`config.mk`:
```
export PLATFORM = sky130hd
export DESIGN_NAME = band_mixer
export DESIGN_NICKNAME = d
export VERILOG_FILES = /design/src/rtl/band_mixer.sv
export SDC_FILE = /design/constraint.sdc
export NUM_CORES = 1
export LEC_CHECK = 0
export ABC_AREA = 1
export CORE_ASPECT_RATIO = 1.25
export CORE_UTILIZATION = 40
export DETAILED_ROUTE_END_ITERATION = 8
export GPL_TIMING_DRIVEN = 1
export SYNTH_ARGS = -nofsm -noshare
export SYNTH_HDL_FRONTEND = slang
export SYNTH_SLANG_ARGS = --single-unit
```
`constraint.sdc`:
```
create_clock -name clk -period 2.6 [get_ports clk]
set_input_delay 0.52 -clock clk [delete_from_list [all_inputs] [get_ports clk]]
set_output_delay 0.52 -clock clk [all_outputs]
set_load 0.01 [all_outputs]
```
`src/rtl/band_mixer.sv`:
```
// band_mixer: recombines eight 16-bit signed equalizer bands into one
// saturated 16-bit sample through a 4-stage pipelined adder tree.
// Per-band mute mask and output attenuation shift travel with each sample.
// A single global advance (!out_valid || out_ready) stalls the whole pipe.
// Optional feature macro: BAND_MIXER_CLIP_CNT_EN builds the clip counter;
// when undefined, clip_count reads 0 and clip_clr is ignored.
module band_mixer (
  input  logic        clk,
  input  logic        rst_n,
  input  logic [15:0] sig_in_1,
  input  logic [15:0] sig_in_2,
  input  logic [15:0] sig_in_3,
  input  logic [15:0] sig_in_4,
  input  logic [15:0] sig_in_5,
  input  logic [15:0] sig_in_6,
  input  logic [15:0] sig_in_7,
  input  logic [15:0] sig_in_8,
  input  logic        in_valid,
  output logic        in_ready,
  input  logic [7:0]  mute_mask,
  input  logic [1:0]  shift_sel,
  output logic [15:0] out_data,
  output logic        out_valid,
  input  logic        out_ready,
  output logic        clip,
  input  logic        clip_clr,
  output logic [15:0] clip_count
);

  logic [7:0][15:0]  w_band;
  logic [7:0][15:0]  w_m;
  logic [3:0][16:0]  w_p1;
  logic              w_advance;
  logic signed [18:0] w_shifted;
  logic              w_ovf;
  logic [15:0]       w_sat;

  logic [3:0][16:0]  r_s1;
  logic [1:0][17:0]  r_s2;
  logic [18:0]       r_s3;
  logic [1:0]        r_sh1;
  logic [1:0]        r_sh2;
  logic [1:0]        r_sh3;
  logic              r_v1;
  logic              r_v2;
  logic              r_v3;
  logic [15:0]       r_out_data;
  logic              r_out_valid;
  logic              r_clip;

  assign w_band = {sig_in_8, sig_in_7, sig_in_6, sig_in_5,
                   sig_in_4, sig_in_3, sig_in_2, sig_in_1};

  // The whole pipe moves only when the output slot is empty or being taken.
  assign w_advance = !r_out_valid || out_ready;
  // Reset forces ready high so upstream never sees a stall while clearing.
  assign in_ready  = w_advance || !rst_n;

  // Mute masked bands and form the sign-extended pair sums for stage 1.
  always_comb begin
    w_m  = '0;
    w_p1 = '0;
    for (int k = 0; k < 8; k++) begin
      if (mute_mask[k]) begin
        w_m[k] = 16'h0000;
      end else begin
        w_m[k] = w_band[k];
      end
    end
    for (int k = 0; k < 4; k++) begin
      w_p1[k] = {w_m[2*k][15], w_m[2*k]} + {w_m[2*k+1][15], w_m[2*k+1]};
    end
  end

  // Attenuate (floor shift) and saturate the 19-bit total to 16 bits.
  assign w_shifted = $signed(r_s3) >>> r_sh3;

  // Overflow exists when the bits above the 16-bit sign are not all copies of it.
  always_comb begin
    w_ovf = 1'b0;
    w_sat = w_shifted[15:0];
    if (!((&w_shifted[18:15]) || !(|w_shifted[18:15]))) begin
      w_ovf = 1'b1;
      if (w_shifted[18]) begin
        w_sat = 16'h8000;
      end else begin
        w_sat = 16'h7FFF;
      end
    end else begin
      w_ovf = 1'b0;
      w_sat = w_shifted[15:0];
    end
  end

  // Pipeline registers: load together on advance, hold together on stall.
  always_ff @(posedge clk) begin
    if (!rst_n) begin
      r_s1        <= '0;
      r_s2        <= '0;
      r_s3        <= 19'd0;
      r_sh1       <= 2'd0;
      r_sh2       <= 2'd0;
      r_sh3       <= 2'd0;
      r_v1        <= 1'b0;
      r_v2        <= 1'b0;
      r_v3        <= 1'b0;
      r_out_data  <= 16'h0000;
      r_out_valid <= 1'b0;
      r_clip      <= 1'b0;
    end else if (w_advance) begin
      r_s1        <= w_p1;
      r_sh1       <= shift_sel;
      r_v1        <= in_valid;
      r_s2[0]     <= {r_s1[0][16], r_s1[0]} + {r_s1[1][16], r_s1[1]};
      r_s2[1]     <= {r_s1[2][16], r_s1[2]} + {r_s1[3][16], r_s1[3]};
      r_sh2       <= r_sh1;
      r_v2        <= r_v1;
      r_s3        <= {r_s2[0][17], r_s2[0]} + {r_s2[1][17], r_s2[1]};
      r_sh3       <= r_sh2;
      r_v3        <= r_v2;
      r_out_data  <= w_sat;
      r_out_valid <= r_v3;
      r_clip      <= r_v3 && w_ovf;
    end
  end

  assign out_data  = r_out_data;
  assign out_valid = r_out_valid;
  assign clip      = r_clip;

`ifdef BAND_MIXER_CLIP_CNT_EN
  logic [15:0] r_clip_count;

  // Count clipped beats as they load into the output register; clear wins.
  always_ff @(posedge clk) begin
    if (!rst_n) begin
      r_clip_count <= 16'h0000;
    end else if (clip_clr) begin
      r_clip_count <= 16'h0000;
    end else if (w_advance && r_v3 && w_ovf && (r_clip_count != 16'hFFFF)) begin
      r_clip_count <= r_clip_count + 16'h0001;
    end
  end

  assign clip_count = r_clip_count;
`else
  logic w_unused_clip_clr;
  assign w_unused_clip_clr = clip_clr;
  assign clip_count = 16'h0000;
`endif

endmodule

```
# Word level (Yosys, flattened, before mapping)

Cells that the tools add are included.

Register bits: 150

Reduce and logical (&&, ||, !) cells: 9
Shifts and indexed selects: 1
Add/sub/neg operators: 7
Muxes and demuxes: 11

Operators by type and width:

| cell                | count |
|---|---|
| $mux W16            | 10 |
| $add A16 B16 Y17    | 4 |
| $add A17 B17 Y18    | 2 |
| $add A18 B18 Y19    | 1 |
| $sshr A19 B2 Y19    | 1 |
| $reduce_and A4 Y1   | 1 |
| $reduce_or A4 Y1    | 1 |
| $logic_not A1 Y1    | 3 |
| $logic_or A1 B1 Y1  | 3 |
| $logic_and A1 B1 Y1 | 1 |
| $mux W1             | 1 |

# Depth between registers and ports, before layout

Gate-level depths: netlist of the first run.

Word-level depth: 6
Depth in mapped cells: 15

# Worst setup path after synthesis of the first run

Ideal clock, no wire load.

Kind: input to register
From: input mute_mask[0]
To: register r_s1[10] (netlist name)
Cell stages on the path: 15
Setup time: 0.109 ns
Setup slack: 0.141 ns
Data arrival time: 2.351 ns
Path buffers: 2
Cells stage by stage: clkbuf_1 > clkbuf_1 > nor2_1 > ha_1 > fa_1 > nand3_1 > nand2_1 > nand3_1 > nand2_1 > nand2_1 > nand2_1 > nand2_1 > nand3_1 > nand2_1 > inv_1

Word-level cells in the longest chain between the ends: 2

RTL lines:

| element              | RTL line | RTL |
|---|---|---|
| start, declared      | 20       | `input logic [7:0] mute_mask,` |
| $mux W16             | 64       | `if (mute_mask[k]) begin` |
| $add A16 B16 Y17     | 71       | `w_p1[k] = {w_m[2*k][15], w_m[2*k]} + {w_m[2*k+1][15], w_m[2*k+1]};` |
| end signal, assigned | 111      | `r_s1 <= w_p1;` |
| end, declared        | 38       | `logic [3:0][16:0] r_s1;` |

No other way between the ends.
A chain may end at the register's enable or synchronous reset.

# Worst setup path after layout of the first run

From: input out_ready
To: output in_ready

Word-level cells in the longest chain between the ends: 2

RTL lines:

| element            | RTL line | RTL |
|---|---|---|
| start, declared    | 24       | `input logic out_ready,` |
| $logic_or A1 B1 Y1 | 55       | `assign w_advance = !r_out_valid \|\| out_ready;` |
| $logic_or A1 B1 Y1 | 57       | `assign in_ready = w_advance \|\| !rst_n;` |
| end, declared      | 19       | `output logic in_ready,` |

No other way between the ends.

==> summary.md, run 1 <==
| Metric | Value |
|---|---|
| Clock power share | `0.288` |
| P&R area growth vs syn | `24.1%` |
| Die X | `165 µm` |
| Switching portion of total power | `0.365` |
| CP Launch Point | `out_ready` |
| Clock root cell | `clkbuf_16` |
| Wire per inst | `11.6 µm` |
| Required time worst endpoint | `2080 ps` |
| R2R setup slack | `450 ps` |
| Ports | `178` |
| # DRC | `0` |
| Vias | `13,600` |
| Maximum buffer depth of the clock tree | `2` |
| Total global routing overflow | `0` |
| Most common cell after layout, fill and taps aside | `nand2_1` |
| TritonCTS buffer count | `17` |
| Final nets | `2,708` |
| Crit end category | `output port` |
| Drt via density | `4.74` |
| Share of layout cells above drive strength 1 | `0.0807` |
| Setup Crit Path Kind | `in2out` |
| CP endpoint | `in_ready` |
| # rows | `74` |
| RSZ-0062 raised after global routing | `no` |
| Status | `finished, final reports clean` |
| Largest net degree at the start of global routing | `132` |
| Final hold vios | `0` |
| CTS tree | `done` |
| Synth warn | `0` |
| Setup_tns | `0 ps` |
| Total power | `8570 µW` |
| Area share of the largest cell type after synthesis | `0.226` |
| Routability cong. | `0.881` |
| IR drop worst, VDD | `0.000501 V` |
| Clk sinks | `150` |
| Largest cells by area after synthesis | `dfxtp_1, nand2_1, inv_1` |
| Comb pwr share | `0.374` |
| Seq pwr share | `0.338` |
| Pre-antenna DRT Iters | `5` |
| Synthesized area | `0.0133 mm²` |
| Slew Limit Fails | `0` |
| Initial antenna violation count | `0` |
| Critical path cell sequence | `clkdlybuf4s50_1 -> nor2_4 -> clkinv_2 -> nor2_4 -> inv_2 -> clkdlybuf4s50_1` |
| Achievable clock frequency | `423 MHz` |
| Leakage | `0.00924 µW` |
| Port buffer count | `160` |
| Asr flop ratio synth | `0` |
| Hold crit path type | `reg2reg` |
| Number of diodes | `0` |
| Max Cap Viol | `0` |
| Number of synthesized flops with an enable pin | `0` |
| Most frequent cells in the layout | `nand2_1, inv_1, nor2_1` |
| Max stage delay on crit path | `460 ps` |
| Worst path slowest cell | `clkdlybuf4s50_1` |
| Syn avg cell area | `5.98 µm²` |
| RR Endpoint | `r_s2[34]$_SDFFE_PN0P_` |
| Int Power | `5440 µW` |
| Die Ht | `206 µm` |
| Crit start category | `input pin` |
| Least-Margin Pin Slew | `1030 ps` |
| Clock Pin Slew Worst Setup and Hold Paths | `70 ps` |
| Post-DRT Antenna Nets | `0` |
| Post-synthesis cell type count | `41` |
| Register-to-Register Path Depth | `13` |
| Clock period minus worst slack | `2360 ps` |
| Iteration-0 DRC Markers | `576` |
| Area post-placement | `0.0159 mm²` |
| Post_cts resized | `0` |
| Cts hold-fix bufs | `0` |
| Hold Worst Slack | `456 ps` |
| CP Max Fanout | `3` |
| Core Region | `0.0327 mm²` |
| Post-CTS Setup Repair Bufs | `0` |
| Die Area | `0.0340 mm²` |
| H-tree levels | `4` |
| Final Cycle Share | `0.908` |
| Worst EP arrival | `1840 ps` |
| Number of global-route vias before repair | `12,900` |
| Skew final | `9.72 ps` |
| Final setup vio count | `0` |
| Detailed-placement wirelength estimate | `26.6 mm` |
| Max transition margin | `0.312` |
| First-pass GRT wire length | `57.2 mm` |
| P_sw | `3130 µW` |
| Area leader, netlist | `dfxtp_1` |
| Gr usage total | `0.205` |
| Power per cell area | `519 mW/mm²` |
| Main flop type after synthesis | `dfxtp_1` |
| Clock Latency Late Sink | `430 ps` |
| Post-synthesis sequential area ratio | `0.226` |
| Launch point of the worst reg-to-reg path | `r_s1[51]$_SDFFE_PN0P_` |
| Post-route cell area | `0.0165 mm²` |
| Mapped Cells | `2,223` |
| Initial core utilization | `0.407` |
| Synth Register Bits | `150` |
| Detailed Route WL | `33.3 mm` |
-- worst max-delay path, delay by kind of cell --
| family | cells | cell delay (ps) |
|---|---|---|
| buf+inv | 4 | 1060 |
| simple gates | 2 | 260 |
-- cells in the mapped netlist, types with 6 or more instances --
library cell	n
xor2_1	27
fa_1	7
inv_1	400
nand3_1	174
dfxtp_1	150
a21oi_1	162
inv_2	15
xnor2_1	11
buf_4	18
or2_2	14
clkbuf_1	37
a22o_1	6
mux2i_1	11
nand3_2	20
and2_1	14
buf_2	23
nand2_1	559
nor3_1	11
o21ai_0	152
nor2_1	252
o22ai_1	9
ha_1	116
-- power groups by stage --
| stage | registers, µW | logic [µW] | clock network (µW) |
|---|---|---|---|
| 2_1_floorplan | 2910 | 2170 | 0 |
| 3_3_place_gp | 2940 | 3180 | 0 |
| 3_5_place_dp | 2950 | 3210 | 0 |
| 4_1_cts | 2900 | 3230 | 2530 |
| 5_1_grt | 2940 | 3670 | 2630 |
| 6_report | 2890 | 3210 | 2470 |
-- sequential cells by signal, summed over array words and instances, names as in the netlist, 2 cells and up --
register,flops
r_s2,36
r_sh1,2
r_s3,19
r_s1,68
r_sh3,2
r_sh2,2
out_data,16
-- worst min-delay path by stage --
stage	start	to	slack [ps]	cells after the start
floorplan	r_s2[26]$_SDFFE_PN0P_	r_s2[26]$_SDFFE_PN0P_	430	2
global placement	clip$_SDFFE_PN0P_	clip$_SDFFE_PN0P_	440	2
global route	clip$_SDFFE_PN0P_	clip$_SDFFE_PN0P_	470	2
CTS	r_s2[26]$_SDFFE_PN0P_	r_s2[26]$_SDFFE_PN0P_	460	2
detailed placement	clip$_SDFFE_PN0P_	clip$_SDFFE_PN0P_	440	2
finish	clip$_SDFFE_PN0P_	clip$_SDFFE_PN0P_	460	2
-- cell families after synthesis --
family | after synthesis | synth area share
compound gates | 346 | 0.136
other cells | 1 | 0.000282
flops | 150 | 0.226
buf+inv | 496 | 0.149
xor+xnor | 38 | 0.0250
fa+ha+maj | 123 | 0.120
mux | 11 | 0.00828
simple gates | 1058 | 0.336
-- cell type report --
class	instances	area (µm²)
Timing Repair Buffer	266	2470
Fill cell	3445	16200
Sequential cell	150	3000
Multi-Input combinational cell	1592	8370
Inverter	415	1560
Clock inverter	15	158
Tap cell	418	523
Clock buffer	17	425
-- metal layers --
layer	vias up	share of wire	global-route usage
met5	-	0	0
met1	6008	0.48	0.252
li1	7384	-	-
met3	32	0.021	0.0187
met2	180	0.49	0.374
met4	0	0.013	0.0554
-- metrics by stage --
stage / util / setup slack, ps / std cells
floorplan: - / 141 / 2238
global placement: 0.487 / -134 / 2841
detailed placement: 0.487 / -145 / 2841
CTS: 0.505 / 229 / 2873
global route: 0.505 / 49.2 / 2873
finish: 0.505 / 238 / 2873
Power figures use the tool's default switching activity.
==> run 2: changes to the inputs <==
- SETUP_SLACK_MARGIN: not set -> 0.05
- SKIP_CTS_REPAIR_TIMING: not set -> 1
==> run 2 against run 1 <==
  * Register-to-register slack barely moved
  * Sequential cell count did not move
  * Core utilization barely moved
  * Sequential power barely moved
  * Global-route usage did not move
  * Via count barely moved
  * Combinational power barely moved
  * Largest cell class unchanged
  * Highest routed layer unchanged
==> summary.md, run 2 (synthesized netlist as in run 1, its figures left out) <==
| Metric | Value |
|---|---|
| Required time worst endpoint | `2080 ps (about the same)` |
| Most frequent cells in the layout | `nand2_1, inv_1, nor2_1` |
| Seq pwr share | `0.338 (about the same)` |
| Max transition margin | `0.312 (about the same)` |
| Wire per inst | `11.6 µm (about the same)` |
| Final setup vio count | `0 (unchanged)` |
| Initial core utilization | `0.407 (unchanged)` |
| R2R setup slack | `450 ps (about the same)` |
| PnR worst setup slack | `238 ps (+0.00100 ps)` |
| Detailed-placement wirelength estimate | `26.6 mm (unchanged)` |
| Maximum buffer depth of the clock tree | `2 (unchanged)` |
| Final Util | `0.505 (about the same)` |
| Die X | `165 µm (unchanged)` |
| IR drop worst, VDD | `0.000501 V (about the same)` |
| Core Region | `0.0327 mm² (unchanged)` |
| Placed Instances | `2,841 (unchanged)` |
| Power per cell area | `519 mW/mm² (about the same)` |
| Final hold vios | `0 (unchanged)` |
| RSZ-0062 raised after global routing | `no` |
| Least-Margin Pin Slew | `1030 ps (-0.184 ps)` |
| RR Endpoint | `r_s2[34]$_SDFFE_PN0P_` |
| Initial antenna violation count | `0 (unchanged)` |
| Post-route cell area | `0.0165 mm² (about the same)` |
| Most common cell after layout, fill and taps aside | `nand2_1` |
| Register-to-Register Path Depth | `13 (unchanged)` |
| P_sw | `3130 µW (about the same)` |
| Multi-input gate area | `0.00837 mm² (unchanged)` |
| Worst EP arrival | `1840 ps (about the same)` |
| Final Cycle Share | `0.908 (about the same)` |
| Gr usage total | `0.205 (unchanged)` |
| Comb pwr share | `0.374 (about the same)` |
| Int Power | `5440 µW (about the same)` |
| Register Area | `0.00300 mm² (unchanged)` |
| Die Area | `0.0340 mm² (unchanged)` |
| Drt via density | `4.74 (about the same)` |
| Max Cap Viol | `0 (unchanged)` |
| Post-Place Worst Slack | `-145 ps (unchanged)` |
| Status | `finished, final reports clean` |
| Ports | `178 (unchanged)` |
| # DRC | `0 (unchanged)` |
| Largest net degree at the start of global routing | `132 (unchanged)` |
| Max stage delay on crit path | `460 ps (about the same)` |
| First-pass GRT wire length | `57.2 mm (unchanged)` |
| Critical path cell sequence | `clkdlybuf4s50_1 -> nor2_4 -> clkinv_2 -> nor2_4 -> inv_2 -> clkdlybuf4s50_1` |
| Setup Crit Path Kind | `in2out` |
| Clock Latency Late Sink | `430 ps (about the same)` |
| Hold Path End | `clip$_SDFFE_PN0P_` |
| CP Max Fanout | `3 (unchanged)` |
| Vias | `13,600 (+0.051%)` |
| Hold crit path type | `reg2reg` |
| Layout filler cell count | `3,446 (+0.029%)` |
| Number of global-route vias before repair | `12,900 (unchanged)` |
| Skew final | `9.72 ps (unchanged)` |
| Area post-placement | `0.0159 mm² (unchanged)` |
| Leakage | `0.00925 µW (about the same)` |
| Routability cong. | `0.881 (unchanged)` |
| Share of layout cells above drive strength 1 | `0.0807 (unchanged)` |
| CTS tree | `done` |
| Pre-antenna DRT Iters | `5 (unchanged)` |
| Number of diodes | `0 (unchanged)` |
| Crit start category | `input pin` |
| Worst path slowest cell | `clkdlybuf4s50_1` |
| Final nets | `2,708 (unchanged)` |
| Launch point of the worst reg-to-reg path | `r_s1[51]$_SDFFE_PN0P_` |
| Port buffer count | `160 (unchanged)` |
| Detailed Route WL | `33.3 mm (about the same)` |
| Post-DRT Antenna Nets | `0 (unchanged)` |
| Switching portion of total power | `0.365 (about the same)` |
| Clock power share | `0.288 (about the same)` |
| Finished Layout Cells | `2,873 (unchanged)` |
| Regs by FF count | `r_s1 (68), r_s2 (36), r_s3 (19)` |
| Hold path start | `clip$_SDFFE_PN0P_` |
| TritonCTS buffer count | `17 (unchanged)` |
| P&R area growth vs syn | `24.1% (about the same)` |
| Achievable clock frequency | `423 MHz (unchanged)` |
| Hold path depth | `2 (unchanged)` |
| Clock root cell | `clkbuf_16` |
| # rows | `74 (unchanged)` |
| Total global routing overflow | `0 (unchanged)` |
| Largest register FFs | `68 (unchanged)` |
| Slew Limit Fails | `0 (unchanged)` |
| Die Ht | `206 µm (unchanged)` |
| Clock period minus worst slack | `2360 ps (-0.00100 ps)` |
| Clock Pin Slew Worst Setup and Hold Paths | `70 ps (about the same)` |
| H-tree levels | `4 (unchanged)` |
| Iteration-0 DRC Markers | `571 (-0.87%)` |
| Register with the most flip-flops | `r_s1` |
| Clk sinks | `150 (unchanged)` |
| Crit end category | `output port` |
[run 2: changes by cell type in the layout (fill, tap and decap cells not counted)]
| cell | change |
|---|---|
| dlymetal6s2s_1 | +1 |
| clkdlybuf4s50_1 | -1 |
[run 2: metal layers]
metal / share of wire / global-route usage / wire length, µm
met3: 0.021 / 0.0187 / 702
met4: 0.013 / 0.0554 / 443
met5: 0 / 0 / 0
met1: 0.48 / 0.252 / 15800
met2: 0.49 / 0.374 / 16300
[run 2: power by group through the flow]
stage	registers, µW	logic, µW	clock network (µW)
after floorplan	2910	2170	0
after global placement	2940	3180	0
after detailed placement	2950	3210	0
after CTS	2900	3230	2530
after global routing	2940	3670	2630
final	2890	3210	2470
[run 2: worst max-delay path by stage]
stage	startpoint	to	slack (ps)	cells after the start
after floorplan	mute_mask[0]	r_s1[10]$_SDFFE_PN0P_	140	15
after global placement	mute_mask[2]	r_s1[33]$_SDFFE_PN0P_	-130	14
after detailed placement	mute_mask[2]	r_s1[33]$_SDFFE_PN0P_	-150	14
after CTS	out_ready	in_ready	230	6
after global routing	mute_mask[4]	r_s1[49]$_SDFFE_PN0P_	80	12
final	out_ready	in_ready	240	6
[run 2: worst max-delay path, delay by kind of cell]
family                 cells  cell delay [ps]
buffers and inverters      4             1060
AND/OR/NAND/NOR            2              260
[run 2: area by class of cell]
class	count	area share
clock buffers	17	0.0258
clock inverters	15	0.00955
inverters	415	0.0945
multi-input cells	1592	0.507
flip-flops and latches	150	0.182
well taps	418	0.0317
repair buffers	266	0.150
[run 2: stage by stage]
step	power (µW)	setup TNS, ps	hold slack (ps)
final	8570	0	456
after global routing	9240	0	472
after CTS	8660	0	462
after detailed placement	6160	-2180	444
after global placement	6120	-1530	440
after floorplan	5080	0	430
